[config.mk]
export PLATFORM = sky130hd
export DESIGN_NAME = mc_control_fsm
export DESIGN_NICKNAME = d
export VERILOG_FILES = /design/src/rtl/mc_control_fsm.sv
export SDC_FILE = /design/constraint.sdc
export NUM_CORES = 1
export LEC_CHECK = 0
export BUFFER_PORTS_ARGS = -buffer_cell sky130_fd_sc_hd__buf_2
export CORE_MARGIN = 2
export CORE_UTILIZATION = 56
export CTS_CLUSTER_SIZE = 30
export DETAILED_ROUTE_END_ITERATION = 7
export GPL_TIMING_DRIVEN = 0
export PLACE_DENSITY = 0.86
export SKIP_CTS_REPAIR_TIMING = 1
export SLEW_MARGIN = 20
export SYNTH_ARGS = -nofsm -noshare
export SYNTH_HDL_FRONTEND = slang
export SYNTH_SLANG_ARGS = --single-unit
export TNS_END_PERCENT = 5
[constraint.sdc]
create_clock -name clk -period 4.35 [get_ports clk]
set_input_delay 0.435 -clock clk [delete_from_list [all_inputs] [get_ports clk]]
set_output_delay 0.435 -clock clk [all_outputs]
set_load 0.005 [all_outputs]
[src/rtl/mc_control_fsm.sv]
// Multicycle RV32I main controller: sequences fetch/decode/execute/memory/writeback
// and counts retired instructions.
module mc_control_fsm #(
  parameter int CNT_W = 32
) (
  input  logic             clk,
  input  logic             reset,
  input  logic [6:0]       op,
  input  logic [2:0]       funct3,
  input  logic             zero,
  output logic             pc_write,
  output logic             adr_src,
  output logic             mem_write,
  output logic             ir_write,
  output logic             reg_write,
  output logic [1:0]       result_src,
  output logic [1:0]       alu_src_a,
  output logic [1:0]       alu_src_b,
  output logic [1:0]       alu_op,
  output logic [2:0]       imm_src,
  output logic             illegal_instr,
  output logic [CNT_W-1:0] retired
);

  localparam logic [6:0] OP_LOAD  = 7'b0000011;
  localparam logic [6:0] OP_STORE = 7'b0100011;
  localparam logic [6:0] OP_R     = 7'b0110011;
  localparam logic [6:0] OP_I     = 7'b0010011;
  localparam logic [6:0] OP_JAL   = 7'b1101111;
  localparam logic [6:0] OP_BR    = 7'b1100011;
  localparam logic [6:0] OP_LUI   = 7'b0110111;
  localparam logic [6:0] OP_AUIPC = 7'b0010111;

  typedef enum logic [3:0] {
    S_FETCH, S_DECODE, S_MEMADR, S_MEMREAD, S_MEMWB, S_MEMWRITE, S_EXEC_R,
    S_EXEC_I, S_ALUWB, S_JAL, S_BRANCH, S_LUI, S_AUIPC
  } state_t;

  state_t state, state_next;
  logic   pc_update, branch, illegal_raw, retire;
  logic   mem_write_raw, ir_write_raw, reg_write_raw;

  always_ff @(posedge clk) begin
    if (reset) begin
      state   <= S_FETCH;
      retired <= '0;
    end else begin
      state <= state_next;
      if (retire) retired <= retired + 1'b1;
    end
  end

  always_comb begin
    state_next    = state;
    pc_update     = 1'b0;
    branch        = 1'b0;
    illegal_raw   = 1'b0;
    retire        = 1'b0;
    adr_src       = 1'b0;
    mem_write_raw = 1'b0;
    ir_write_raw  = 1'b0;
    reg_write_raw = 1'b0;
    result_src    = 2'b00;
    alu_src_a     = 2'b00;
    alu_src_b     = 2'b00;
    alu_op        = 2'b00;
    case (state)
      S_FETCH: begin
        ir_write_raw = 1'b1;
        alu_src_b    = 2'b10;
        result_src   = 2'b10;
        pc_update    = 1'b1;
        state_next   = S_DECODE;
      end
      S_DECODE: begin
        alu_src_a = 2'b01;
        alu_src_b = 2'b01;
        case (op)
          OP_LOAD, OP_STORE: state_next = S_MEMADR;
          OP_R:              state_next = S_EXEC_R;
          OP_I:              state_next = S_EXEC_I;
          OP_JAL:            state_next = S_JAL;
          OP_BR:             state_next = S_BRANCH;
          OP_LUI:            state_next = S_LUI;
          OP_AUIPC:          state_next = S_AUIPC;
          default: begin
            state_next  = S_FETCH;
            illegal_raw = 1'b1;
          end
        endcase
      end
      S_MEMADR: begin
        alu_src_a  = 2'b10;
        alu_src_b  = 2'b01;
        state_next = (op == OP_LOAD) ? S_MEMREAD : S_MEMWRITE;
      end
      S_MEMREAD: begin
        adr_src    = 1'b1;
        state_next = S_MEMWB;
      end
      S_MEMWB: begin
        result_src    = 2'b01;
        reg_write_raw = 1'b1;
        retire        = 1'b1;
        state_next    = S_FETCH;
      end
      S_MEMWRITE: begin
        adr_src       = 1'b1;
        mem_write_raw = 1'b1;
        retire        = 1'b1;
        state_next    = S_FETCH;
      end
      S_EXEC_R: begin
        alu_src_a  = 2'b10;
        alu_op     = 2'b10;
        state_next = S_ALUWB;
      end
      S_EXEC_I: begin
        alu_src_a  = 2'b10;
        alu_src_b  = 2'b01;
        alu_op     = 2'b10;
        state_next = S_ALUWB;
      end
      S_ALUWB: begin
        reg_write_raw = 1'b1;
        retire        = 1'b1;
        state_next    = S_FETCH;
      end
      S_JAL: begin
        alu_src_a  = 2'b01;
        alu_src_b  = 2'b10;
        pc_update  = 1'b1;
        state_next = S_ALUWB;
      end
      S_BRANCH: begin
        alu_src_a  = 2'b10;
        alu_op     = 2'b01;
        branch     = 1'b1;
        retire     = 1'b1;
        state_next = S_FETCH;
      end
      S_LUI: begin
        result_src    = 2'b11;
        reg_write_raw = 1'b1;
        retire        = 1'b1;
        state_next    = S_FETCH;
      end
      S_AUIPC: begin
        reg_write_raw = 1'b1;
        retire        = 1'b1;
        state_next    = S_FETCH;
      end
      default: state_next = S_FETCH;
    endcase
  end

  // Write enables are masked by reset combinationally so a reset landing mid-store never writes.
  assign pc_write      = ~reset & (pc_update | (branch & (zero ^ funct3[0])));
  assign mem_write     = ~reset & mem_write_raw;
  assign ir_write      = ~reset & ir_write_raw;
  assign reg_write     = ~reset & reg_write_raw;
  assign illegal_instr = ~reset & illegal_raw;

  always_comb begin
    imm_src = 3'b000;
    case (op)
      OP_STORE:         imm_src = 3'b001;
      OP_BR:            imm_src = 3'b010;
      OP_LUI, OP_AUIPC: imm_src = 3'b011;
      OP_JAL:           imm_src = 3'b100;
      default:          imm_src = 3'b000;
    endcase
  end

endmodule

==> results of run 1 <==
## flip-flops by register name, summed over array words and instances, names as in the netlist
| signal | flops |
|---|---|
| retired | 32 |
| state | 4 |
## per-layer routing
layer | GRT usage (%) | routed length (um) | part of all wire [%]
met2 | 41.71 | 2554 | 49
met3 | 4.966 | 188 | 3.6
met1 | 34.22 | 2366 | 45
met4 | 10.68 | 116 | 2.2
met5 | 0 | 0 | 0
## area by class of cell
type                            count  area, um2
Buffer                             14      72.57
Inverter                            4      15.01
Sequential cell                    36      720.7
Tap cell                           48      60.06
Timing Repair Buffer               58      290.3
Fill cell                         327       1082
Multi-Input combinational cell    218       1303
Clock buffer                        8      90.09
## layout by cell type, fill, tap and decap left out, drive strengths merged, types with 2 or more instances in the layout
master  instances
a21oi          21
and2            4
and3            5
and4            2
buf            59
clkbuf         21
dfxtp          36
inv             4
nand2          27
nand2b          4
nand3          13
nand4          10
nor2           32
nor2b           5
nor3            9
nor3b           2
nor4           16
o21ai          13
or2             3
or3            13
or4             4
xnor2          20
xor2            5
## power by group
group	switching [mW]	internal (mW)	leakage [nW]	total [mW]
logic	0.0300	0.0202	0.648	0.0502
clock network	0.113	0.129	0.0455	0.242
registers	0.000563	0.331	0.290	0.331
## kinds of logic (layout without fill, tap and decap cells)
kind of cell               Yosys count  in the layout
DFF                                 36             36
muxes                                1              1
adders and majority gates            1              1
buffers and inverters               18             84
xor gates and xnor gates            25             25
and+or+nand+nor                    151            151
AOI/OAI and AO/OA                   40             40
## stage by stage
step	cells	power (mW)	setup slack, ns	utilization [%]	area [um2]
2_1_floorplan	272	0.3692	2.337	-	2111
3_3_place_gp	378	0.3869	2.204	67.73	2461
3_5_place_dp	378	0.3881	2.170	67.73	2461
4_1_cts	386	0.6239	2.141	70.21	2551
5_1_grt	386	0.6511	1.897	70.21	2551
6_report	386	0.6235	2.119	70.21	2551
## worst max-delay path, delay by kind of cell (launching register included)
family	cells	cell delay (ns)
flops	1	0.37
compound gates	1	0.15
buf+inv	1	0.27
simple gates	4	1.37
## cells in the mapped netlist
master / number
xor2_1: 5
a41oi_1: 1
or2_2: 3
or4_4: 2
nand4_4: 2
and2_1: 2
and4_1: 1
inv_1: 4
a221oi_1: 1
nand3b_1: 1
o21ai_0: 13
nand3_1: 13
nor2b_1: 5
clkbuf_1: 11
nand4_1: 7
nor2_1: 32
and3_1: 3
nor3_1: 9
and3_2: 2
dfxtp_1: 36
a21oi_1: 21
nor3b_1: 2
nand4_2: 1
buf_1: 1
nand4b_1: 1
and4_2: 1
nand2_1: 27
or3_4: 1
or3_1: 12
and2_2: 2
o32ai_1: 1
ha_1: 1
o21bai_1: 1
or4_2: 1
nand2b_1: 4
mux2i_1: 1
a211oi_1: 1
or4_1: 1
o31ai_1: 1
nor4_1: 16
clkbuf_8: 2
xnor2_1: 20
## final timing paths
kind | from | endpoint | cells past startpoint
setup / recovery | state[3] | retired[31] | 6
hold / removal | op[0] | state[0] | 3
setup reg to reg | state[3] | retired[31] | 6
hold reg to reg | retired[31] | retired[31] | 2
==> impl_metrics.json, run 1 <==
{
  "antenna_cells": 0,
  "cp-start-kind": "flop",
  "crit_fanout": 10,
  "arrival_ns": 2.45,
  "regToRegSetupSlack_ns": 2.12,
  "wire_per_inst_um": 13.54,
  "grt_pass1_wl_mm": 8.742,
  "row_count": 22,
  "hold_slack_ns": 0.4698,
  "grt_max_degree": 11,
  "drt_iter0_drc": 184,
  "antenna_left": 0,
  "ir_worst_vdd_uv": 149.4,
  "io_buffers": 58,
  "fin_setup_tns_ns": 0,
  "htreeDepth": 2,
  "firstDrtPassIters": 4,
  "rsz0062_at_grt": "false",
  "yosysUniqueCellTypes": 42,
  "worstSkewPairLatency_ns": 0.28,
  "grt_pass1_vias": 1910,
  "worstMarginPinSlew_ns": 0.5701,
  "num_vias": 2195,
  "synthMuxAreaShare_pct": 0.4742,
  "viasPerCell": 5.687,
  "final_nets": 351,
  "die_y_um": 65.40,
  "grt_overflow": 0,
  "syn-cell-area_um2": 2111,
  "areaGrowthSynthToFinish_pct": 20.87,
  "synth_top_family_by_area": "simple AND/OR/NAND/NOR gates",
  "path_cells": "or2_2 > clkbuf_1 > nand3_1 > or3_4 > or3_1 > a21oi_1",
  "drive_gt1_share_pct": 23.96,
  "fp.coreArea_um2": 3633,
  "cpPeakStageDelay_ns": 0.52,
  "place_congestion": 0.8926,
  "slew_viol_final": 0,
  "clockBufferDepth": 2,
  "endpoint_kind": "flop",
  "synth_compound_area_share_pct": 10.37,
  "max_freq_mhz": 448.2,
  "io_pins": 62,
  "start_util_pct": 58.09,
  "cts_sinks": 36,
  "synth-simple-area-share_pct": 39.89,
  "syn_nets": 286,
  "clk_pin_slew_worst_paths_ns": 0.07,
  "slew_headroom_pct": 61.99,
  "cts_tree": "done",
  "report.final.hold_viol_count": 0,
  "dieArea_um2": 4277,
  "synth.avg_cell_area_um2": 7.760,
  "synth.area.top_cells": "dfxtp_1, xnor2_1, nor2_1",
  "syn_inst": 272,
  "hpwl_mm": 3.820,
  "numCtsBuffers": 5,
  "period_needed_ns": 2.231,
  "status": "finished, final reports clean",
  "drc": 0,
  "gr-usage-all-layers_pct": 25.99,
  "yosysTopAreaCellShare_pct": 34.14,
  "wl_mm": 5.226,
  "synth-seq-area-share_pct": 34.14,
  "synth_fa_ha_area_share_pct": 0.5928,
  "finalCritPeriodShare_pct": 51.29,
  "die_x_um": 65.40,
  "clock-root-buffer": "clkbuf_8",
  "synthXorXnorAreaFrac_pct": 10.37,
  "yosys_register_bits": 36,
  "crit_type": "flop to flop",
  "hold_class": "input pin to flop",
  "skew_ns": 0.004801,
  "required_ns": 4.57,
  "setup_viol": 0,
  "cpMaxStageDelayCell": "or3_4",
  "power_leakage_nw": 0.9834,
  "ys_warn_count": 0,
  "synth_area_leader_cell": "dfxtp_1",
  "antenna_found_initial": 0,
  "powerDensity_nw_per_um2": 244.4,
  "maxCapViolCount": 0
}
No activity file was read; power rests on OpenSTA's default activity.
==> run 2: changes to the inputs <==
Settings changed: CORE_UTILIZATION 56 to 47, PLACE_DENSITY 0.86 to 0.77.
Clock period 4.35 ns to 1.8 ns, I/O delays scaled along.
==> impl_metrics.json, run 2 (synthesized netlist as in run 1, its figures left out) <==
{
  "status": "finished, violations left",
  "violations": "negative setup slack",
  "slew_viol_final": 0,
  "hp-start": "op[0]",
  "regMostFlops": "retired",
  "viasPerCell": 5.631,
  "required_ns": 2.03,
  "r2r_start": "retired[20]",
  "regToRegSetupSlack_ns": -0.20,
  "htreeDepth": 2,
  "num_vias": 2258,
  "clk_pin_slew_worst_paths_ns": 0.08,
  "rsz0062_at_grt": "true",
  "layout_commonest_cell": "buf_2",
  "drive_gt1_share_pct": 36.39,
  "clock-root-buffer": "clkbuf_8",
  "crit_fanout": 5,
  "hpwl_mm": 3.940,
  "place_area_um2": 2505,
  "slew_headroom_pct": 63.75,
  "place_congestion": 0.8369,
  "place_ws_ns": -0.4262,
  "die_y_um": 71.02,
  "skew_ns": 0.009141,
  "io_pins": 62,
  "final_cell_mix": "buf_2, nor2_1, nand2_1",
  "fin_ws_ns": -0.2043,
  "cp-start-kind": "flop",
  "antenna_left": 0,
  "ir_worst_vdd_uv": 356.1,
  "worstMarginPinSlew_ns": 0.5437,
  "start_util_pct": 48.48,
  "row_count": 24,
  "grt_pass1_vias": 1986,
  "top_regs": "retired (32), state (4)",
  "startpoint": "retired[20]",
  "cts_tree": "done",
  "grt_max_degree": 13,
  "dieArea_um2": 5043,
  "endpoint_kind": "flop",
  "crit_type": "flop to flop",
  "worstSkewPairLatency_ns": 0.29,
  "report.final.hold_viol_count": 0,
  "cts_sinks": 36,
  "final_area_um2": 2770,
  "fin_setup_tns_ns": -0.9403,
  "hold_slack_ns": 0.1955,
  "antenna_cells": 0,
  "drt_iter0_drc": 145,
  "wire_per_inst_um": 13.68,
  "areaGrowthSynthToFinish_pct": 31.24,
  "firstDrtPassIters": 4,
  "maxCapViolCount": 0,
  "finalCritPeriodShare_pct": 111.4,
  "arrival_ns": 2.23,
  "drc": 0,
  "hold_class": "input pin to flop",
  "period_needed_ns": 2.004,
  "wl_mm": 5.484,
  "max_freq_mhz": 498.9,
  "gr-usage-all-layers_pct": 20.76,
  "fp.coreArea_um2": 4354,
  "grt_overflow": 0,
  "numCtsBuffers": 5,
  "setup_viol": 7,
  "grt_pass1_wl_mm": 8.556,
  "final_nets": 362,
  "largest_reg_flops": 32,
  "report.power.total_mw": 1.612,
  "power_leakage_nw": 1.081,
  "clockBufferDepth": 2,
  "io_buffers": 58,
  "antenna_found_initial": 0,
  "die_x_um": 71.02,
  "powerDensity_nw_per_um2": 581.8
}
run 2: changes by cell type in the layout (fill, tap and decap cells not counted), moves of 2 or more:
cell      delta
dfxtp_2      +9
nor4_1       -4
a21oi_2      +4
dfxtp_4      +8
clkbuf_1     -7
nor4_2       +4
dfxtp_1     -17
a21oi_1      -4
clkbuf_2     +2
buf_4       +13
run 2: routing by layer:
layer,vias to the layer above,wire length (um),track usage [%]
met5,-,0,0
met4,0,62,6.499
met3,9,193,4.274
met2,59,2816,36.97
met1,1059,2410,25.02
li1,1131,-,-
run 2: metrics by stage:
stage / utilization, % / cells
finish: 63.62 / 401
global route: 63.62 / 401
CTS: 60.09 / 390
detailed placement: 57.53 / 382
global placement: 57.53 / 382
floorplan: - / 272
run 2: critical path: stages, from the launching register on:
cell and delay (ns):
dfxtp_4 0.37, nand4_4 0.13, or4_4 0.54, or4_4 0.45
or3_1 0.33, a21oi_2 0.12
run 2: where the power goes:
part / internal [mW] / total [mW] / leakage, nW / switching (mW)
combinational: 0.0484 / 0.118 / 0.726 / 0.0694
clock: 0.410 / 0.702 / 0.0541 / 0.293
sequential: 0.787 / 0.792 / 0.301 / 0.00500
run 2: final timing paths:
check                      to  depth (start not counted)
setup / recovery  retired[28]                          5
hold reg to reg   retired[31]                          2
hold / removal       state[0]                          3
setup reg to reg  retired[28]                          5
run 2: layout make-up:
type                            instances  area, um2
Sequential cell                        36      762.0
Inverter                                4      15.01
Buffer                                 12      68.82
Tap cell                               52      65.06
Clock buffer                            5      68.82
Fill cell                             412       1584
Clock inverter                          3      42.54
Timing Repair Buffer                   71      387.9
Multi-Input combinational cell        218       1360
==> run 3: changes to the inputs <==
Settings changed: SETUP_SLACK_MARGIN set to 0.3.
==> impl_metrics.json, run 3 (synthesized netlist as in run 1, its figures left out) <==
{
  "wl_mm": 5.578,
  "setup_viol": 8,
  "worstSkewPairLatency_ns": 0.29,
  "drc": 0,
  "layout_commonest_cell": "buf_2",
  "io_buffers": 58,
  "regMostFlops": "retired",
  "crit_fanout": 5,
  "hp-start": "op[0]",
  "die_x_um": 71.02,
  "cts_tree": "done",
  "largest_reg_flops": 32,
  "areaGrowthSynthToFinish_pct": 35.09,
  "ff2ff_path_depth": 5,
  "final_core_util_pct": 65.49,
  "endpoint_kind": "flop",
  "place_area_um2": 2505,
  "hold_slack_ns": 0.2093,
  "slew_viol_final": 0,
  "clock-root-buffer": "clkbuf_8",
  "fin_cells": 403,
  "report.power.total_mw": 1.623,
  "dp_cells": 382,
  "antenna_found_initial": 0,
  "num_vias": 2263,
  "grt_pass1_vias": 1986,
  "arrival_ns": 2.24,
  "antenna_cells": 0,
  "required_ns": 2.03,
  "io_pins": 62,
  "maxCapViolCount": 0,
  "startpoint": "retired[20]",
  "clockBufferDepth": 2,
  "hold_path_end": "state[0]",
  "final_nets": 364,
  "row_count": 24,
  "dieArea_um2": 5043,
  "r2r_start": "retired[20]",
  "place_congestion": 0.8369,
  "power_leakage_nw": 1.117,
  "fin_setup_tns_ns": -1.020,
  "regToRegSetupSlack_ns": -0.21,
  "status": "finished, violations left",
  "start_util_pct": 48.48,
  "finalCritPeriodShare_pct": 111.6,
  "violations": "negative setup slack",
  "crit_type": "flop to flop",
  "fin_ws_ns": -0.2083,
  "report.final.hold_viol_count": 0,
  "hpwl_mm": 3.940,
  "htreeDepth": 2,
  "gr-usage-all-layers_pct": 20.76,
  "n_fill_cell": 389,
  "slew_headroom_pct": 60.86,
  "cp-start-kind": "flop",
  "worstMarginPinSlew_ns": 0.5872,
  "final_cell_mix": "buf_2, nor2_1, nand2_1",
  "antenna_left": 0,
  "grt_overflow": 0,
  "rsz0062_at_grt": "true",
  "min_delay_path_depth": 3,
  "ir_worst_vdd_uv": 365.0,
  "skew_ns": 0.007151,
  "hold_class": "input pin to flop",
  "r2r_end": "retired[28]",
  "drive_gt1_share_pct": 39.60,
  "firstDrtPassIters": 4,
  "max_freq_mhz": 497.9,
  "top_regs": "retired (32), state (4)",
  "period_needed_ns": 2.008,
  "powerDensity_nw_per_um2": 569.3,
  "fp.coreArea_um2": 4354,
  "numCtsBuffers": 5,
  "drt_iter0_drc": 126,
  "final_area_um2": 2851,
  "wire_per_inst_um": 13.84,
  "cts_sinks": 36,
  "place_ws_ns": -0.4262,
  "die_y_um": 71.02,
  "clk_pin_slew_worst_paths_ns": 0.07,
  "grt_pass1_wl_mm": 8.556,
  "viasPerCell": 5.615,
  "grt_max_degree": 13
}
==> run 3: worst max path at each step <==
stage,to
6_report,retired[28]
5_1_grt,retired[31]
3_3_place_gp,retired[31]
2_1_floorplan,retired[26]
3_5_place_dp,retired[31]
4_1_cts,retired[31]
==> run 3: cell type report <==
cell class                 instances  area [um2]  area share (%)
buffer                            14       115.1           4.037
clock buffer                       5       68.82           2.413
sequential                        36       760.7           26.68
inverter                           4       15.01          0.5265
timing repair buffer              71       387.9           13.60
tap                               52       65.06           2.282
clock inverter                     3       42.54           1.492
multi-input combinational        218        1396           48.97
==> run 3: routing by layer <==
metal / vias to the layer above / GRT usage, % / share of wire [%]
met5: - / 0 / 0
met4: 0 / 6.499 / 1.3
met3: 7 / 4.274 / 4.5
met2: 62 / 36.97 / 51
met1: 1063 / 25.02 / 44
li1: 1131 / - / -
==> run 3: critical path: stages (launching register included) <==
cell and delay [ns]:
dfxtp_4 0.37, nand4_4 0.14, or4_4 0.54, or4_4 0.45, or3_1 0.33, a21oi_2 0.12
==> run 3: where the power goes <==
group	switching (mW)	internal (mW)
Combinational	0.0774	0.0561
Clock	0.293	0.409
Sequential	0.00132	0.786
